--- src/rtl/imm_packer.sv ---
// imm_packer: scatters a 32-bit immediate into the immediate fields of a
// base RV32I instruction word. This is the inverse of the immediate extender.
// Optionally checks that the value is representable in the chosen format.
//
// Two-stage valid/ready pipeline with full backpressure. Stage 1 registers the
// request. Stage 2 registers the packed instruction and its error flag.
//
// Parameters:
//   CNT_W      width of enc_cnt / err_cnt
// Ports:
//   clk, rst_n             clock, asynchronous active-low reset
//   in_valid / in_ready    request handshake
//   in_immsrc              000 I, 001 S, 010 B, 011 U, 100 J, 101 shamt, 11x illegal
//   in_imm                 immediate value (byte offset for B/J)
//   in_base                instruction supplying all non-immediate bits
//   out_valid / out_ready  result handshake
//   out_instr, out_err     packed instruction, not-representable/illegal flag
//   enc_cnt                output handshakes since reset (wraps)
//   err_cnt                output handshakes with out_err=1 (saturates)
// Build option:
//   IMM_PACKER_RANGE_CHECK_EN  when defined, out-of-range immediates set out_err.
//                              Otherwise only illegal formats set it.
module imm_packer #(
   parameter int CNT_W = 16
) (
   input  logic             clk,
   input  logic             rst_n,
   input  logic             in_valid,
   output logic             in_ready,
   input  logic [2:0]       in_immsrc,
   input  logic [31:0]      in_imm,
   input  logic [31:0]      in_base,
   output logic             out_valid,
   input  logic             out_ready,
   output logic [31:0]      out_instr,
   output logic             out_err,
   output logic [CNT_W-1:0] enc_cnt,
   output logic [CNT_W-1:0] err_cnt
);

   localparam logic [2:0] FMT_I  = 3'b000;
   localparam logic [2:0] FMT_S  = 3'b001;
   localparam logic [2:0] FMT_B  = 3'b010;
   localparam logic [2:0] FMT_U  = 3'b011;
   localparam logic [2:0] FMT_J  = 3'b100;
   localparam logic [2:0] FMT_SH = 3'b101;

   localparam logic [CNT_W-1:0] CNT_ONE = {{(CNT_W-1){1'b0}}, 1'b1};

   // Out-of-range bits are dropped silently, so that a flagged result still
   // carries the truncated fields.
   function automatic logic [31:0] pack_fields(input logic [2:0]  src,
                                               input logic [31:0] imm,
                                               input logic [31:0] base);
      logic [31:0] w;
      w = base;
      case (src)
         FMT_I:  w[31:20] = imm[11:0];
         FMT_S: begin
            w[31:25] = imm[11:5];
            w[11:7]  = imm[4:0];
         end
         FMT_B: begin
            w[31]    = imm[12];
            w[7]     = imm[11];
            w[30:25] = imm[10:5];
            w[11:8]  = imm[4:1];
         end
         FMT_U:  w[31:12] = imm[31:12];
         FMT_J: begin
            w[31]    = imm[20];
            w[19:12] = imm[19:12];
            w[20]    = imm[11];
            w[30:21] = imm[10:1];
         end
         FMT_SH: w[24:20] = imm[4:0];
         default: w = base;
      endcase
      return w;
   endfunction

`ifdef IMM_PACKER_RANGE_CHECK_EN
   // A value fits a sign-extended field when all bits from the field's sign
   // bit upward are equal. B/J offsets must also be even.
   function automatic logic range_err(input logic [2:0]  src,
                                      input logic [31:0] imm);
      logic e;
      case (src)
         FMT_I, FMT_S: e = !((&imm[31:11]) | ~(|imm[31:11]));
         FMT_B:        e = imm[0] | !((&imm[31:12]) | ~(|imm[31:12]));
         FMT_U:        e = |imm[11:0];
         FMT_J:        e = imm[0] | !((&imm[31:20]) | ~(|imm[31:20]));
         FMT_SH:       e = |imm[31:5];
         default:      e = 1'b0;
      endcase
      return e;
   endfunction
`endif

   function automatic logic [CNT_W-1:0] sat_inc(input logic [CNT_W-1:0] v);
      return (&v) ? v : v + CNT_ONE;
   endfunction

   logic        vld_p1;
   logic [2:0]  immsrc_p1;
   logic [31:0] imm_p1;
   logic [31:0] base_p1;
   logic        vld_p2;
   logic        adv_p1;
   logic        adv_p2;
   logic [31:0] instr_p1;
   logic        err_p1;
   logic        illegal_p1;

   assign adv_p2    = !vld_p2 | out_ready;
   assign adv_p1    = !vld_p1 | adv_p2;
   assign in_ready  = adv_p1;
   assign out_valid = vld_p2;

   assign instr_p1   = pack_fields(immsrc_p1, imm_p1, base_p1);
   assign illegal_p1 = immsrc_p1[2] & immsrc_p1[1];

`ifdef IMM_PACKER_RANGE_CHECK_EN
   assign err_p1 = illegal_p1 | range_err(immsrc_p1, imm_p1);
`else
   assign err_p1 = illegal_p1;
   // Bit 0 of a B/J offset has no field, so only the range check reads it.
   logic unused_imm_lsb;
   assign unused_imm_lsb = imm_p1[0];
`endif

   always_ff @(posedge clk or negedge rst_n) begin
      if (!rst_n) begin
         vld_p1    <= 1'b0;
         immsrc_p1 <= 3'b000;
         imm_p1    <= 32'h0;
         base_p1   <= 32'h0;
         vld_p2    <= 1'b0;
         out_instr <= 32'h0;
         out_err   <= 1'b0;
         enc_cnt   <= '0;
         err_cnt   <= '0;
      end else begin
         // stage 1: capture request
         if (adv_p1) begin
            vld_p1 <= in_valid;
            if (in_valid) begin
               immsrc_p1 <= in_immsrc;
               imm_p1    <= in_imm;
               base_p1   <= in_base;
            end
         end
         // stage 2: capture packed result
         if (adv_p2) begin
            vld_p2 <= vld_p1;
            if (vld_p1) begin
               out_instr <= instr_p1;
               out_err   <= err_p1;
            end
         end
         // counters advance on the output handshake only
         if (vld_p2 && out_ready) begin
            enc_cnt <= enc_cnt + CNT_ONE;
            if (out_err) err_cnt <= sat_inc(err_cnt);
         end
      end
   end

endmodule

--- config.mk ---
export PLATFORM = sky130hd
export DESIGN_NAME = imm_packer
export DESIGN_NICKNAME = d
export VERILOG_FILES = /design/src/rtl/imm_packer.sv
export SDC_FILE = /design/constraint.sdc
export NUM_CORES = 1
export LEC_CHECK = 0
export ABC_AREA = 0
export CAP_MARGIN = 10
export CORE_UTILIZATION = 55
export CTS_BUF_LIST = sky130_fd_sc_hd__clkbuf_8
export DETAILED_ROUTE_END_ITERATION = 12
export DONT_BUFFER_PORTS = 1
export GPL_ROUTABILITY_DRIVEN = 0
export PLACE_DENSITY = 0.71
export SYNTH_ARGS = -nofsm -noshare
export SYNTH_HDL_FRONTEND = slang
export SYNTH_SLANG_ARGS = --single-unit
--- constraint.sdc ---
create_clock -name clk -period 3.2 [get_ports clk]
set_clock_uncertainty 0.2 [all_clocks]
set_input_delay 0.32 -clock clk [delete_from_list [all_inputs] [get_ports clk]]
set_output_delay 0.32 -clock clk [all_outputs]
set_load 0.1 [all_outputs]
==> results of run 1 <==
## metrics by stage
stage / instance area [um^2] / util [%] / hold slack (ps)
global placement: 6110 / 61.4 / -173
finish: 7170 / 72.0 / -615
detailed placement: 6110 / 61.4 / -173
floorplan: 5760 / - / -176
CTS: 7170 / 72.0 / -645
global route: 7170 / 72.0 / -646
## metal layers
metal | vias up | share of wire [%]
met5 | - | 0
met4 | 0 | 1.6
met3 | 19 | 6.3
met2 | 121 | 50
met1 | 1868 | 42
li1 | 1805 | -
## power groups by stage
stage	sequential [mW]	clock [mW]	combinational [mW]
finish	3.10	1.31	1.32
global route	3.14	1.41	1.41
CTS	3.10	1.34	1.32
detailed placement	3.13	0	1.25
global placement	3.11	0	1.22
floorplan	3.54	0	0.546
## flip-flops by register name, summed over array words and instances (netlist names)
signal	flops
out_valid	1
out_instr	32
vld_p1	1
base_p1	32
out_err	1
err_cnt	16
enc_cnt	16
imm_p1	32
immsrc_p1	3
## layout make-up
type,count,area share (%)
sequential,134,46.8
tap,133,2.32
inverter,4,0.209
multi-input combinational,296,32.1
clock buffer,23,4.42
timing repair buffer,104,13.5
clock inverter,5,0.698
## cell usage after synthesis
library cell	number
and3b_2	1
a31oi_4	1
buf_4	3
a21oi_1	3
ha_1	2
and2_1	1
nor3_1	1
nor4_4	1
nand3b_1	1
nand3_1	11
nand2_1	53
a2111o_1	1
buf_2	9
mux2i_1	17
nor2_2	1
a2111oi_0	1
nand3_4	1
nand2b_1	7
mux2_2	80
o311ai_0	1
a211oi_1	1
nand4_1	7
a221oi_1	2
and4_1	1
clkbuf_1	8
nor2b_1	2
mux2i_4	1
or3_1	1
a22o_1	1
and4_4	1
o221ai_1	6
nor2_1	12
inv_1	4
a22oi_1	1
o21ai_0	32
dfrtp_1	134
xnor2_1	24
and3_1	6
o22ai_1	7
xor2_1	7
## worst reg2reg max path, delay by kind of cell (launching register included)
family	cells	cell delay, ps
compound gates	3	960
flops	1	480
simple gates	2	310
buf+inv	1	230
## cell families (layout without fill, tap and decap cells)
logic type	Yosys count	after routing	share of synthesized area (%)
flops	134	134	58.3
simple gates	108	108	9.33
mux	98	98	19.0
compound gates	57	57	6.30
xor+xnor	31	31	4.72
buf+inv	24	136	1.96
fa+ha+maj	2	2	0.435
## worst min path at each step
stage                     startpoint    endpoint  slack (ps)  depth (start not counted)
after floorplan                rst_n  base_p1[0]        -180                          0
after global placement         rst_n  err_cnt[2]        -170                          0
after detailed placement       rst_n  err_cnt[2]        -170                          0
after CTS                      rst_n  err_cnt[2]        -640                          0
after global routing           rst_n  err_cnt[2]        -650                          0
final                          rst_n  err_cnt[2]        -610                          0
==> impl_metrics.ini, run 1 <==
[route]
routed_wl_um = 12000
wl_per_cell_um = 17.2
antenna_left = 0
drt_iter0_markers = 135
first_pass_iters = 4
via_per_inst = 5.45
vias = 3813
drc_errors = 0

[sta]
worstMarginPinSlew_ps = 973
fin_crit_sh_pct = 71.8
fin_ws_ps = 902
whs_ps = -615
rsz0062_at_grt = no
setup_tns_ps = 0
maxSlewViolCount = 0
fin_crit_ps = 2300
slew_headroom_pct = 35.1
fmax_ghz = 0.435
hold_viol_final = 134
finalSetupViolCount = 0

[synthesis]
yosys.area.top_type = dfrtp_1
ys_ff_latch = 134
ys_warn_count = 0
syn_inst = 454
synth_area_leaders = dfrtp_1 58%, mux2_2 16%, xnor2_1 3.7%
yosysTopAreaCellShare_pct = 58.3
synth_nets = 527
avgSynthCellArea_um2 = 12.7
netlist_area_mm2 = 0.00576
synth.distinct_cells = 40
ys_seq_area_share_pct = 58.3

[clocking]
cts_num_sinks = 134
cts_buffers = 17
postCtsSetupBuffers = 0
postCtsHoldBufs = 69
clk_latency_ps = 420
htree_num_levels = 4
ctsResizeCount = 0
clockBufferDepth = 2
root_buffer = clkbuf_8
clk_pin_slew_ps = 70
cts_tree = done

[setup_path]
startpoint = immsrc_p1[1]
worstSetupStartpointType = flip-flop
r2r_start = immsrc_p1[1]
cp_top_family = compound AO/OA/AOI/OAI gates
cp-end-kind = flip-flop
timing.rr.end = out_instr[31]
path_class = flip-flop to flip-flop
cp_cell_sequence = buf_4 > nor2b_1 > a221oi_1 > a21oi_1 > a2111oi_0 > nor2_1
regToRegSetupSlack_ps = 900
cp.arrival_ps = 2380
worstPathRequired_ps = 3280
rr_worst_depth = 6
endpoint = out_instr[31]
path_buf_inv = 1
slowest_delay_ps = 520
worstSetupPathDepth = 6
cp_max_fo = 13
slowest_stage = a2111oi_0

[finish]
ff_latch_area_mm2 = 0.00335
final-instance-count-excl-fill = 699
layout_common_cells = 133 x dfrtp_1, 80 x mux2_2, 69 x dlygate4sd3_1
multi_input_area_mm2 = 0.00230
nets = 630
nFillCells = 682
synthToLayoutAreaGrowth_pct = 24.5
drive_gt1_share_pct = 26.7
antenna_cells = 0
final_common_cell = dfrtp_1

[place]
dp_cells = 602
hpwlAfterDp_um = 7830
portBuffers = 0
place_ws_ps = 963

[power]
p_seq_share_pct = 54.1
p_int_mw = 3.17
finalPower_mw = 5.73
powerDensity_mw_per_mm2 = 799
power_leakage_nw = 3.17
p_switching_mw = 2.56
vdd_drop_max_mv = 0.674
swShare_pct = 44.6
p_clk_share_pct = 22.8
power_frac_comb_pct = 23.1

[die]
ios = 138
initial_core_util_pct = 57.8
die-area_mm2 = 0.0109
num_rows = 36
die_y_um = 104
die_w_um = 104
core_area_mm2 = 0.00995

[global_routing]
first_global_vias = 4076
grt_busiest_layer = met2
antenna_found_initial = 0
grt_max_degree = 135
overflow = 0
track_usage_pct = 24.0
use_met2_pct = 39.7
gr-usage-met3_pct = 7.39
grtUsageMet1_pct = 29.3
grt_pass1_wl_um = 20400

[flow_run]
drv_cap = 0

[run_status]
violations = hold timing
outcome = finished with violations

[worst_hold_path]
min_path_type = input pin to async pin
(Power assumes the default switching activity.)
==> run 2, diff against run 1 <==
- ABC_AREA: 0 -> 1
- clock period: 3.2 -> 2.35 ns (I/O delays scaled with it)
==> run 2 against run 1 <==
Against the previous run: via count rose by 33%; critical endpoint is now base_p1[24]; the flow still finishes with violations (hold timing); cell area rose by 10%; critical path depth rose by 2; die area rose by 5.0%.
==> impl_metrics.ini, run 2 <==
[sta]
worstMarginPinSlew_ps = 480
fin_crit_sh_pct = 96.1
fin_crit_ps = 2260
maxSlewViolCount = 0
whs_ps = -710
setup_tns_ps = 0
hold_viol_final = 134
finalSetupViolCount = 0
fmax_ghz = 0.443
slew_headroom_pct = 67.9
rsz0062_at_grt = no

[synthesis]
ys_warn_count = 0
yosysTopAreaCellShare_pct = 55.5
synth_area_leaders = dfrtp_1 55%, nand2_1 10%, mux2_2 7.5%
ys_ff_latch = 134
synth_common_cells = 169 x nand2_1, 134 x dfrtp_1, 106 x nor2_1
synth_ff_type = dfrtp_1
netlist_area_mm2 = 0.00605
async_reset_ff_share_pct = 100
ys_seq_area_share_pct = 55.5
synth_nets = 739
yosysMostFrequentCell = nand2_1
yosys.area.top_type = dfrtp_1
synth-edff-count = 0
synth.distinct_cells = 30
avgSynthCellArea_um2 = 9.08
syn_inst = 666

[die]
num_rows = 37
initial_core_util_pct = 57.5
die-area_mm2 = 0.0114
die_y_um = 107
die_w_um = 107
core_area_mm2 = 0.0105
ios = 138

[route]
vias = 5057
via_per_inst = 5.22
antenna_left = 0
wl_per_cell_um = 15.2
drt_iter0_markers = 296
drc_errors = 0
first_pass_iters = 5
routed_wl_um = 14800

[flow_run]
drv_cap = 0

[clocking]
htree_num_levels = 4
clk_latency_ps = 440
cts_tree = done
clockBufferDepth = 2
cts_buffers = 17
root_buffer = clkbuf_8
postCtsHoldBufs = 76
cts_num_sinks = 134
clk_pin_slew_ps = 70

[finish]
layout_common_cells = 169 x nand2_1, 131 x dfrtp_1, 106 x nor2_1
largest_registers = base_p1 x32, imm_p1 x32, out_instr x32
final-instance-count-excl-fill = 968
multi_input_area_mm2 = 0.00239
synthToLayoutAreaGrowth_pct = 30.6
final_common_cell = nand2_1
nets = 891
drive_gt1_share_pct = 20.0
nFillCells = 745
ff_latch_area_mm2 = 0.00336

[setup_path]
rr_worst_depth = 6
path_class = input pin to flip-flop
cp-end-kind = flip-flop
timing.rr.end = base_p1[24]
r2r_start = out_valid
crit_path_frequent_cell = dlygate4sd3_1
slowest_delay_ps = 600
cp_max_fo = 9
worstSetupStartpointType = input pin
slowest_stage = dlygate4sd3_1
cp.arrival_ps = 2430
cp_cell_sequence = dlygate4sd3_1 > inv_2 > nand3_4 > nand2_4 > nor2_1 > dlygate4sd3_1 > a21oi_1 > dlygate4sd3_1
cp_top_family = buffers and inverters
worstPathRequired_ps = 2520
path_buf_inv = 4
regToRegSetupSlack_ps = 140

[place]
portBuffers = 0
dp_cells = 856
hpwlAfterDp_um = 9260

[global_routing]
grt_max_degree = 135
first_global_vias = 5033
track_usage_pct = 27.8
overflow = 0
antenna_found_initial = 1
grt_pass1_wl_um = 24400

[run_status]
violations = hold timing
outcome = finished with violations

[power]
power_leakage_nw = 3.77
powerDensity_mw_per_mm2 = 1130
vdd_drop_max_mv = 0.951

[worst_hold_path]
min_path_type = input pin to async pin
-- run 2: changes by cell type after synthesis, sizes merged, moves of 16 or more --
cell,before,now
a21oi,3,32
nor2,13,109
nand2,53,172
xnor2,24,8
mux2i,18,0
mux2,80,44
inv,4,54
-- run 2: metal layers --
| metal | part of all wire [%] | track usage (%) |
|---|---|---|
| met5 | 0 | 0 |
| met4 | 2.0 | 11.0 |
| met3 | 5.6 | 7.60 |
| met2 | 51 | 46.6 |
| met1 | 42 | 34.1 |
-- run 2: power breakdown --
part           total, mW  internal, mW  switching, mW
sequential          3.04          2.77          0.279
combinational       3.78         0.848           2.93
clock               2.06          1.17          0.887
total               8.88          4.79           4.10
-- run 2: how the worst max path moves through the flow --
stage                             from            end  slack [ps]  depth (start not counted)
after floorplan              out_valid    base_p1[10]          80                          4
after global placement    immsrc_p1[2]  out_instr[12]         610                          5
after detailed placement  immsrc_p1[2]  out_instr[12]         560                          5
after CTS                    out_ready    base_p1[24]          30                          8
after global routing         out_ready    base_p1[24]          30                          8
final                        out_ready    base_p1[24]          90                          8
-- run 2: kinds of logic after synthesis --
| logic type | Yosys count | share of synthesized area [%] |
|---|---|---|
| AOI/OAI and AO/OA | 81 | 7.16 |
| xor gates and xnor gates | 17 | 2.46 |
| adders and majority gates | 2 | 0.414 |
| buffers and inverters | 73 | 5.28 |
| DFF | 134 | 55.5 |
| muxes | 44 | 8.20 |
| and+or+nand+nor | 315 | 21.0 |
-- run 2: final cells by class --
cell class	instances	share of cell area, %
Antenna cell	1	0.0317
Clock buffer	18	3.14
Clock inverter	14	2.31
Inverter	55	2.61
Multi-Input combinational cell	459	30.3
Sequential cell	134	42.5
Tap cell	136	2.15
Timing Repair Buffer	151	16.9
-- run 2: metrics by stage --
stage / area (um^2) / hold slack, ps / setup WS [ps] / utilization (%) / power (mW)
CTS: 7870 / -740 / 30.1 / 74.9 / 8.87
detailed placement: 6680 / -258 / 563 / 63.6 / 6.70
finish: 7900 / -710 / 91.0 / 75.1 / 8.88
floorplan: 6060 / -261 / 79.2 / - / 5.94
global placement: 6680 / -257 / 613 / 63.6 / 6.63
global route: 7900 / -753 / 32.0 / 75.1 / 9.24
-- run 2: what timing repair did --
action	in CTS	in global routing
setup buffers	0	3
endpoints found under the setup margin	0	1
endpoints found under the hold margin	212	134
resized for setup	0	1
==> run 3, diff against run 2 <==
- ABC_AREA: 1 -> default
==> run 3 against run 2 <==
Against the previous run: clock power hardly changed; cell area is 2.6% lower; sequential cell count is the same; hold slack gained 4.3 ps; register-to-register slack improved by 140 ps; critical endpoint is now out_instr[31]; fmax grew 9.0%; worst setup slack improved by 190 ps; the flow still finishes with violations (hold timing); sequential share of layout area increased by 1.3 points; largest power group is now sequential cells.
==> impl_metrics.ini, run 3 (same netlist as run 1, synthesis figures left out) <==
[global_routing]
first_global_vias = 4298
antenna_found_initial = 0
grt_pass1_wl_um = 21500
overflow = 0
grt_max_degree = 135
track_usage_pct = 25.5

[flow_run]
drv_cap = 0

[clocking]
postCtsSetupBuffers = 0
cts_num_sinks = 134
clk_latency_ps = 430
clk_pin_slew_ps = 80
root_buffer = clkbuf_8
cts_tree = done
ctsResizeCount = 0
postCtsHoldBufs = 69
cts_buffers = 17
clockBufferDepth = 2
htree_num_levels = 4

[sta]
fmax_ghz = 0.483
rsz0062_at_grt = no
slew_headroom_pct = 39.6
maxSlewViolCount = 0
hold_viol_final = 134
worstMarginPinSlew_ps = 906
finalSetupViolCount = 0
fin_crit_sh_pct = 88.2
fin_crit_ps = 2070
whs_ps = -706

[die]
num_rows = 36
core_area_mm2 = 0.00995
ios = 138
initial_core_util_pct = 57.8
die-area_mm2 = 0.0109
die_y_um = 104
die_w_um = 104

[setup_path]
endpoint = out_instr[31]
cp-end-kind = flip-flop
slowest_delay_ps = 550
r2r_start = immsrc_p1[2]
startpoint = immsrc_p1[2]
slowest_stage = a2111oi_0
cp_top_family = compound AO/OA/AOI/OAI gates
worstPathRequired_ps = 2460
cp.arrival_ps = 2180
worstSetupPathDepth = 6
cp_cell_sequence = nor2b_1 > a221oi_1 > a21oi_1 > a2111oi_0 > buf_4 > nor2_1
path_buf_inv = 1
rr_worst_depth = 6
timing.rr.end = out_instr[31]
regToRegSetupSlack_ps = 280
worstSetupStartpointType = flip-flop
cp_max_fo = 6
path_class = flip-flop to flip-flop

[finish]
nFillCells = 628
layout_common_cells = 122 x dfrtp_1, 71 x buf_4, 69 x dlygate4sd3_1
antenna_cells = 0
multi_input_area_mm2 = 0.00241
final_common_cell = dfrtp_1
largest_registers = base_p1 x32, imm_p1 x32, out_instr x32
drive_gt1_share_pct = 33.7
final-instance-count-excl-fill = 741
fin_util_pct = 77.2
post-route-cell-area_mm2 = 0.00769
nets = 669
synthToLayoutAreaGrowth_pct = 33.6
ff_latch_area_mm2 = 0.00337

[route]
vias = 4046
routed_wl_um = 12700
first_pass_iters = 4
drt_iter0_markers = 187
wl_per_cell_um = 17.2
drc_errors = 0
antenna_left = 0
via_per_inst = 5.46

[place]
hpwlAfterDp_um = 8200
dp_cells = 641
placed_cell_area_mm2 = 0.00656
portBuffers = 0

[power]
power_leakage_nw = 3.50
vdd_drop_max_mv = 0.767
powerDensity_mw_per_mm2 = 1100
finalPower_mw = 8.44

[run_status]
outcome = finished with violations
violations = hold timing

[worst_hold_path]
min_path_type = input pin to async pin
[run 3: cell types whose count changed in the layout (fill, tap and decap cells not counted), sizes merged, moves of 10 or more]
cell   change
o21ai     -10
nor2      -96
inv       -49
a21oi     -29
nand2    -119
mux2i     +18
mux2      +36
xnor2     +16
nand3     -11
[run 3: stage by stage]
step	TNS, ps	setup WS, ps
after detailed placement	0	289
after CTS	0	268
final	0	278
after global placement	0	294
after global routing	0	143
after floorplan	-25250	-409
[run 3: per-layer routing]
layer	routed length [um]	up-vias	global-route usage (%)
met1	5440	1991	32.0
li1	-	1894	-
met4	301	0	9.90
met3	680	26	7.46
met2	6290	135	41.6
met5	0	-	0
[run 3: report_power, final]
| part | leakage [nW] | internal (mW) | switching, mW |
|---|---|---|---|
| clock network | 0.207 | 1.21 | 0.883 |
| registers | 1.61 | 2.73 | 0.522 |
| logic | 1.68 | 0.882 | 2.22 |
[run 3: how the worst min path moves through the flow]
stage | slack [ps] | from | endpoint
6_report | -710 | rst_n | err_cnt[2]
5_1_grt | -740 | rst_n | err_cnt[2]
4_1_cts | -720 | rst_n | err_cnt[6]
3_5_place_dp | -260 | rst_n | err_cnt[2]
3_3_place_gp | -260 | rst_n | err_cnt[2]
2_1_floorplan | -260 | rst_n | base_p1[0]
[run 3: worst reg2reg max path, delay by kind of cell, from the launching register on]
kind	cells	cell delay, ps
AOI/OAI and AO/OA	3	880
buffers and inverters	1	200
DFF	1	440
and+or+nand+nor	2	240
[run 3: layout make-up]
| class | count | share of cell area [%] |
|---|---|---|
| Multi-Input combinational cell | 296 | 31.4 |
| Clock inverter | 12 | 2.33 |
| Tap cell | 133 | 2.16 |
| Clock buffer | 19 | 3.40 |
| Sequential cell | 134 | 43.8 |
| Timing Repair Buffer | 143 | 16.7 |
| Inverter | 4 | 0.195 |
